`config.mk`:
```
export PLATFORM = sky130hd
export DESIGN_NAME = uart_mmio
export DESIGN_NICKNAME = d
export VERILOG_FILES = /design/src/rtl/uart_pkg.sv /design/src/rtl/uart_rx.sv /design/src/rtl/uart_mmio.sv
export SDC_FILE = /design/constraint.sdc
export NUM_CORES = 1
export LEC_CHECK = 0
export CAP_MARGIN = 20
export CORE_MARGIN = 2
export CORE_UTILIZATION = 40
export DETAILED_ROUTE_END_ITERATION = 8
export HOLD_SLACK_MARGIN = 0.08
export PLACE_DENSITY = 0.77
export SKIP_LAST_GASP = 1
export SLEW_MARGIN = 20
export SYNTH_ARGS = -nofsm -noshare
export SYNTH_HDL_FRONTEND = slang
export SYNTH_SLANG_ARGS = --single-unit
```
`constraint.sdc`:
```
create_clock -name CLK -period 3.6 [get_ports CLK]
set_input_delay 0.36 -clock CLK [delete_from_list [all_inputs] [get_ports CLK]]
set_output_delay 0.36 -clock CLK [all_outputs]
set_load 0.02 [all_outputs]
```
`src/rtl/uart_pkg.sv`:
```
// Shared definitions for uart_mmio: FSM state enums, status register bit positions
// and the decoder offsets of the data and status registers.
package uart_pkg;

  typedef enum logic [1:0] {
    TX_IDLE,
    TX_START,
    TX_DATA,
    TX_STOP
  } tx_state_e;

  typedef enum logic [1:0] {
    RX_IDLE,
    RX_START,
    RX_DATA,
    RX_STOP
  } rx_state_e;

  localparam int unsigned SR_TX_BUSY   = 0;
  localparam int unsigned SR_TX_FULL   = 1;
  localparam int unsigned SR_RX_VALID  = 2;
  localparam int unsigned SR_OVERRUN   = 3;
  localparam int unsigned SR_FRAME_ERR = 4;
  localparam int unsigned SR_WIDTH     = 5;

  localparam logic [31:0] UART_DATA_OFFSET   = 32'h0000_0500;
  localparam logic [31:0] UART_STATUS_OFFSET = 32'h0000_0504;

endpackage

```
`src/rtl/uart_rx.sv`:
```
// 8N1 receiver for uart_mmio: 2-flop synchronizer, start-bit qualification at half a bit,
// centre sampling; reports each frame with a single-cycle rx_done pulse. Built only with UART_RX_EN.
module uart_rx
  import uart_pkg::*;
#(
  parameter int unsigned CLKS_PER_BIT = 434
) (
  input  logic       clk,
  input  logic       rst_n,
  input  logic       rxd,
  output logic       rx_done,
  output logic [7:0] rx_byte,
  output logic       rx_ferr
);

  localparam int unsigned    CW       = $clog2(CLKS_PER_BIT);
  localparam logic [CW-1:0]  CNT_LAST = CW'(CLKS_PER_BIT - 1);
  localparam logic [CW-1:0]  CNT_HALF = CW'(CLKS_PER_BIT / 2 - 1);

  rx_state_e     state_q, state_d;
  logic          sync1_q, sync1_d;
  logic          sync2_q, sync2_d;
  logic [CW-1:0] cnt_q, cnt_d;
  logic [2:0]    bit_q, bit_d;
  logic [7:0]    shift_q, shift_d;
  logic          bit_tick;
  logic          half_tick;

  assign bit_tick  = (cnt_q == CNT_LAST);
  assign half_tick = (cnt_q == CNT_HALF);
  assign rx_byte   = shift_q;

  always_ff @(posedge clk) begin
    if (!rst_n) begin
      state_q <= RX_IDLE;
    end else begin
      state_q <= state_d;
    end
  end

  always_comb begin
    state_d = state_q;
    unique case (state_q)
      RX_IDLE:  if (!sync2_q) state_d = RX_START;
      RX_START: if (half_tick) state_d = sync2_q ? RX_IDLE : RX_DATA;
      RX_DATA:  if (bit_tick && bit_q == 3'd7) state_d = RX_STOP;
      RX_STOP:  if (bit_tick) state_d = RX_IDLE;
      default:  state_d = RX_IDLE;
    endcase
  end

  always_comb begin
    rx_done = 1'b0;
    rx_ferr = 1'b0;
    if (state_q == RX_STOP && bit_tick) begin
      rx_done = 1'b1;
      rx_ferr = ~sync2_q;
    end
  end

  always_comb begin
    sync1_d = rxd;
    sync2_d = sync1_q;
    shift_d = shift_q;
    bit_d   = bit_q;
    if (state_q != RX_DATA) begin
      bit_d = '0;
    end else if (bit_tick) begin
      shift_d = {sync2_q, shift_q[7:1]};
      bit_d   = bit_q + 3'd1;
    end
    // Counter restarts on every state change so START counts the half bit from the detected edge.
    if (state_d != state_q || bit_tick || state_q == RX_IDLE) begin
      cnt_d = '0;
    end else begin
      cnt_d = cnt_q + 1'b1;
    end
  end

  always_ff @(posedge clk) begin
    if (!rst_n) begin
      sync1_q <= 1'b1;
      sync2_q <= 1'b1;
      cnt_q   <= '0;
      bit_q   <= '0;
      shift_q <= '0;
    end else begin
      sync1_q <= sync1_d;
      sync2_q <= sync2_d;
      cnt_q   <= cnt_d;
      bit_q   <= bit_d;
      shift_q <= shift_d;
    end
  end

endmodule

```
`src/rtl/uart_mmio.sv`:
```
// Memory-mapped 8N1 UART: TX holding register + shifter, status flags and read mux.
// Define UART_RX_EN to build the receiver; without it RX flags and data reads are 0.
module uart_mmio
  import uart_pkg::*;
#(
  parameter int unsigned CLKS_PER_BIT = 434
) (
  input  logic        CLK,
  input  logic        RESET_N,
  input  logic        CE_UART,
  input  logic        CE_SR,
  input  logic        UART_WR,
  input  logic        UART_RD,
  input  logic [31:0] WriteData,
  output logic [31:0] ReadData,
  input  logic        RXD,
  output logic        TXD
);

  localparam int unsigned   CW       = $clog2(CLKS_PER_BIT);
  localparam logic [CW-1:0] CNT_LAST = CW'(CLKS_PER_BIT - 1);

  tx_state_e     tx_state_q, tx_state_d;
  logic          tx_full_q, tx_full_d;
  logic [7:0]    tx_hold_q, tx_hold_d;
  logic [7:0]    tx_shift_q, tx_shift_d;
  logic [2:0]    tx_bit_q, tx_bit_d;
  logic [CW-1:0] tx_cnt_q, tx_cnt_d;
  logic          tx_tick;
  logic          tx_load;
  logic          wr_accept;
  logic          tx_busy;

  logic          rx_valid;
  logic          overrun;
  logic          frame_err;
  logic [7:0]    rx_data;
  logic [SR_WIDTH-1:0] status;

  assign tx_tick   = (tx_cnt_q == CNT_LAST);
  assign wr_accept = CE_UART & UART_WR & ~tx_full_q;
  // Holding register is taken either from idle or straight at the end of a stop bit.
  assign tx_load   = tx_full_q & ((tx_state_q == TX_IDLE) | ((tx_state_q == TX_STOP) & tx_tick));

  always_ff @(posedge CLK) begin
    if (!RESET_N) begin
      tx_state_q <= TX_IDLE;
    end else begin
      tx_state_q <= tx_state_d;
    end
  end

  always_comb begin
    tx_state_d = tx_state_q;
    unique case (tx_state_q)
      TX_IDLE:  if (tx_full_q) tx_state_d = TX_START;
      TX_START: if (tx_tick) tx_state_d = TX_DATA;
      TX_DATA:  if (tx_tick && tx_bit_q == 3'd7) tx_state_d = TX_STOP;
      TX_STOP:  if (tx_tick) tx_state_d = tx_full_q ? TX_START : TX_IDLE;
      default:  tx_state_d = TX_IDLE;
    endcase
  end

  always_comb begin
    TXD     = 1'b1;
    tx_busy = (tx_state_q != TX_IDLE);
    unique case (tx_state_q)
      TX_START: TXD = 1'b0;
      TX_DATA:  TXD = tx_shift_q[0];
      default:  TXD = 1'b1;
    endcase
  end

  always_comb begin
    tx_full_d  = tx_full_q;
    tx_hold_d  = tx_hold_q;
    tx_shift_d = tx_shift_q;
    tx_bit_d   = tx_bit_q;
    if (wr_accept) begin
      tx_full_d = 1'b1;
      tx_hold_d = WriteData[7:0];
    end else if (tx_load) begin
      tx_full_d = 1'b0;
    end
    if (tx_load) begin
      tx_shift_d = tx_hold_q;
      tx_bit_d   = '0;
    end else if (tx_state_q == TX_DATA && tx_tick) begin
      tx_shift_d = {1'b0, tx_shift_q[7:1]};
      tx_bit_d   = tx_bit_q + 3'd1;
    end
    if (tx_state_d != tx_state_q || tx_tick || tx_state_q == TX_IDLE) begin
      tx_cnt_d = '0;
    end else begin
      tx_cnt_d = tx_cnt_q + 1'b1;
    end
  end

  always_ff @(posedge CLK) begin
    if (!RESET_N) begin
      tx_full_q  <= 1'b0;
      tx_hold_q  <= '0;
      tx_shift_q <= '0;
      tx_bit_q   <= '0;
      tx_cnt_q   <= '0;
    end else begin
      tx_full_q  <= tx_full_d;
      tx_hold_q  <= tx_hold_d;
      tx_shift_q <= tx_shift_d;
      tx_bit_q   <= tx_bit_d;
      tx_cnt_q   <= tx_cnt_d;
    end
  end

`ifdef UART_RX_EN
  logic       rx_done;
  logic [7:0] rx_byte;
  logic       rx_ferr;
  logic       data_rd;
  logic       rx_valid_q, rx_valid_d;
  logic       overrun_q, overrun_d;
  logic       frame_err_q, frame_err_d;
  logic [7:0] rx_data_q, rx_data_d;
  logic       unused_in;

  uart_rx #(
    .CLKS_PER_BIT(CLKS_PER_BIT)
  ) u_rx (
    .clk    (CLK),
    .rst_n  (RESET_N),
    .rxd    (RXD),
    .rx_done(rx_done),
    .rx_byte(rx_byte),
    .rx_ferr(rx_ferr)
  );

  assign data_rd   = CE_UART & UART_RD;
  assign unused_in = ^WriteData[31:8];

  always_comb begin
    rx_valid_d  = rx_valid_q;
    overrun_d   = overrun_q;
    frame_err_d = frame_err_q;
    rx_data_d   = rx_data_q;
    if (data_rd) rx_valid_d = 1'b0;
    if (CE_SR) begin
      overrun_d   = 1'b0;
      frame_err_d = 1'b0;
    end
    // Flag sets follow the clears so a set on the read edge wins; a data read frees the register.
    if (rx_done) begin
      if (rx_ferr) begin
        frame_err_d = 1'b1;
      end else if (!rx_valid_q || data_rd) begin
        rx_data_d  = rx_byte;
        rx_valid_d = 1'b1;
      end else begin
        overrun_d = 1'b1;
      end
    end
  end

  always_ff @(posedge CLK) begin
    if (!RESET_N) begin
      rx_valid_q  <= 1'b0;
      overrun_q   <= 1'b0;
      frame_err_q <= 1'b0;
      rx_data_q   <= '0;
    end else begin
      rx_valid_q  <= rx_valid_d;
      overrun_q   <= overrun_d;
      frame_err_q <= frame_err_d;
      rx_data_q   <= rx_data_d;
    end
  end

  assign rx_valid  = rx_valid_q;
  assign overrun   = overrun_q;
  assign frame_err = frame_err_q;
  assign rx_data   = rx_data_q;
`else
  logic unused_in;

  assign unused_in = ^{WriteData[31:8], UART_RD, RXD};
  assign rx_valid  = 1'b0;
  assign overrun   = 1'b0;
  assign frame_err = 1'b0;
  assign rx_data   = '0;
`endif

  always_comb begin
    status               = '0;
    status[SR_TX_BUSY]   = tx_busy;
    status[SR_TX_FULL]   = tx_full_q;
    status[SR_RX_VALID]  = rx_valid;
    status[SR_OVERRUN]   = overrun;
    status[SR_FRAME_ERR] = frame_err;
    ReadData             = '0;
    if (CE_UART && !UART_WR) begin
      ReadData = {24'b0, rx_data};
    end else if (CE_SR) begin
      ReadData = {27'b0, status};
    end
  end

endmodule
```
==> results.ini <==
[clock_tree]
clock_latency_ns = 0.28
cts_tree = yes
holdBufCountCts = 0
cts.sinks = 31
htree_levels = 2
post_cts_buffers = 0
cts_resized = 0
cts_max_path_buffers = 2
clk_pin_slew_ns = 0.06
root_buffer = clkbuf_8
cts_made_buffers = 5

[min_path]
hold_path.class = flip-flop to flip-flop

[die]
core_mm2 = 0.00400
ios = 72
dieArea_mm2 = 0.00467
row_count = 23
die_width_um = 68.4
die_y_um = 68.4
start_util = 0.414

[placement]
place_hpwl_um = 1940
place_area_mm2 = 0.00171
finalWeightedCongestion = 0.803
pre_cts_ws_ns = 1.41
io_buffers = 15
dp_cells = 248

[grt]
use_met1 = 0.155
antenna_found_initial = 0
grt_pass1_vias = 1027
grt_max_degree = 19
overflow = 0
grtUsageTotal = 0.131
top_usage_layer = met2
grtUsageMet2 = 0.199
grt_pass1_wl_um = 4390
use_met3 = 0.0461

[routing]
totalWireLength_um = 2650
wl_per_cell_um = 10.4
ant_nets = 0
via_count = 1162
dr.pass1.iters = 4
drtIter0Drc = 55
drcViolationCount = 0
drt-vias-per-instance = 4.57

[synth]
synth_commonest_cells = buf_4, dfxtp_1, nor2_1
synth-seq-cells = 31
yosysWarnings = 0
synth_area_leader_cell = dfxtp_1
syn-cell-area_mm2 = 0.00166
ys_async_sr_fraction = 0
yosysSeqAreaShare = 0.375
syn_inst = 190
synthFlopType = dfxtp_1
ys_types = 37
yosysMostFrequentCell = buf_4
synth_edf_count = 0
syn_area_per_cell_um2 = 8.72
yosys.area.top_type_share = 0.375
ys_top_cells_by_area = dfxtp_1, buf_4, mux2i_1

[timing]
max-slew-margin-rel = 0.335
setup_slack_ns = 1.48
fin_setup_tns_ns = 0
max_freq_mhz = 472
fin_crit_ns = 2.12
fin_hold_ws_ns = 0.461
finalSetupViolations = 0
period_share = 0.589
drv_slew = 0
rsz0062_at_grt = false
worst_slew_pin_slew_ns = 0.986
hold_viol = 0
finalClockSkew_ns = 0.00497

[worst_setup_path]
crit_type = primary input to output pin
critPathMaxFanout = 3
cp_data_arrival_time_ns = 1.76
cp-start-kind = primary input
required_ns = 3.24
endpoint_kind = output pin

[power_and_ir_drop]
total_power_mw = 0.687
ir_worst_vdd_mv = 0.263
p_leak_nw = 0.710
power_density_mw_per_mm2 = 386

[layout]
post_route_cells_drive_above_1_share = 0.0539
areaGrowthSynthToFinish_pct = 7.40
diodes = 0
stdcell_area_mm2 = 0.00178
layout.cells.non_filler = 254
fin_util = 0.445
layout.nets = 248

[flow_run]
cap_violations = 0

[status]
outcome = completed

[layout make-up]
| cell class | instances | area [um^2] |
|---|---|---|
| Fill cell | 411 | 2220 |
| Multi-Input combinational cell | 145 | 847 |
| Sequential cell | 31 | 621 |
| Timing Repair Buffer | 15 | 150 |
| Clock buffer | 6 | 72.6 |
| Tap cell | 50 | 62.6 |
| Inverter | 7 | 26.3 |
[layout by cell type, fill, tap and decap left out, types with 2 or more instances in the layout]
| cell | netlist | routed |
|---|---|---|
| dfxtp_1 | 31 | 31 |
| conb_1 | 1 | 30 |
| nor2_1 | 25 | 25 |
| clkdlybuf4s50_1 | 0 | 15 |
| nand2_1 | 14 | 14 |
| mux2i_1 | 11 | 11 |
| nand3_1 | 10 | 10 |
| o21ai_0 | 7 | 7 |
| inv_1 | 6 | 6 |
| a31oi_1 | 6 | 6 |
| xnor2_1 | 5 | 5 |
| clkbuf_8 | 0 | 5 |
| xor2_1 | 4 | 4 |
| ha_1 | 4 | 4 |
| o21a_1 | 3 | 3 |
| a21oi_1 | 3 | 3 |
| nand4b_1 | 2 | 2 |
| or3_1 | 2 | 2 |
| and3_1 | 2 | 2 |
| nor2b_1 | 2 | 2 |
| nand4_1 | 2 | 2 |
[critical path, cell delays in order]
cell             delay [ns]
clkdlybuf4s50_1        0.51
inv_1                  0.05
o21ai_0                0.24
nor2_1                 0.07
clkdlybuf4s50_1        0.54
[path summary, 6_finish.rpt]
check                           cells after the start  slack (ns)                 startpoint                    endpoint
worst max register to register                      5        1.55     tx_cnt_q[0]$_SDFF_PP0_      tx_full_q$_SDFFE_PN0P_
worst min-delay path                                2        0.46  tx_hold_q[7]$_SDFFE_PN0P_  tx_shift_q[7]$_SDFFE_PN0P_
worst max-delay path                                5        1.48                    CE_UART                 ReadData[1]
worst min register to register                      2        0.46  tx_hold_q[7]$_SDFFE_PN0P_  tx_shift_q[7]$_SDFFE_PN0P_
[kinds of logic (layout without fill, tap and decap cells)]
logic type	Yosys count	count (layout)	synth area share
AO/OA/AOI/OAI	21	21	0.0816
XOR/XNOR	9	9	0.0476
adder cells (fa/ha/maj)	5	5	0.0363
buffers and inverters	43	28	0.180
flip-flops	31	31	0.375
multiplexers	12	12	0.0733
other	1	30	0.00226
AND/OR/NAND/NOR	68	68	0.205
[power breakdown]
group / total (mW) / leakage [nW] / internal [mW] / switching [mW]
Combinational: 0.0829 / 0.422 / 0.0292 / 0.0537
Clock: 0.245 / 0.0371 / 0.128 / 0.117
Sequential: 0.359 / 0.251 / 0.352 / 0.00650
Total: 0.687 / 0.710 / 0.510 / 0.177
[state kept, by name, summed over array words and instances (netlist names)]
register    flops
tx_shift_q      8
tx_full_q       1
tx_cnt_q        9
tx_hold_q       8
tx_state_q      2
tx_bit_q        3
[routing by layer]
| metal | vias up | share of wire |
|---|---|---|
| met5 | - | 0 |
| met4 | 0 | 0.026 |
| met3 | 6 | 0.040 |
| met2 | 27 | 0.47 |
| met1 | 525 | 0.47 |
| li1 | 604 | - |
No activity file was read; power rests on OpenSTA's default activity.
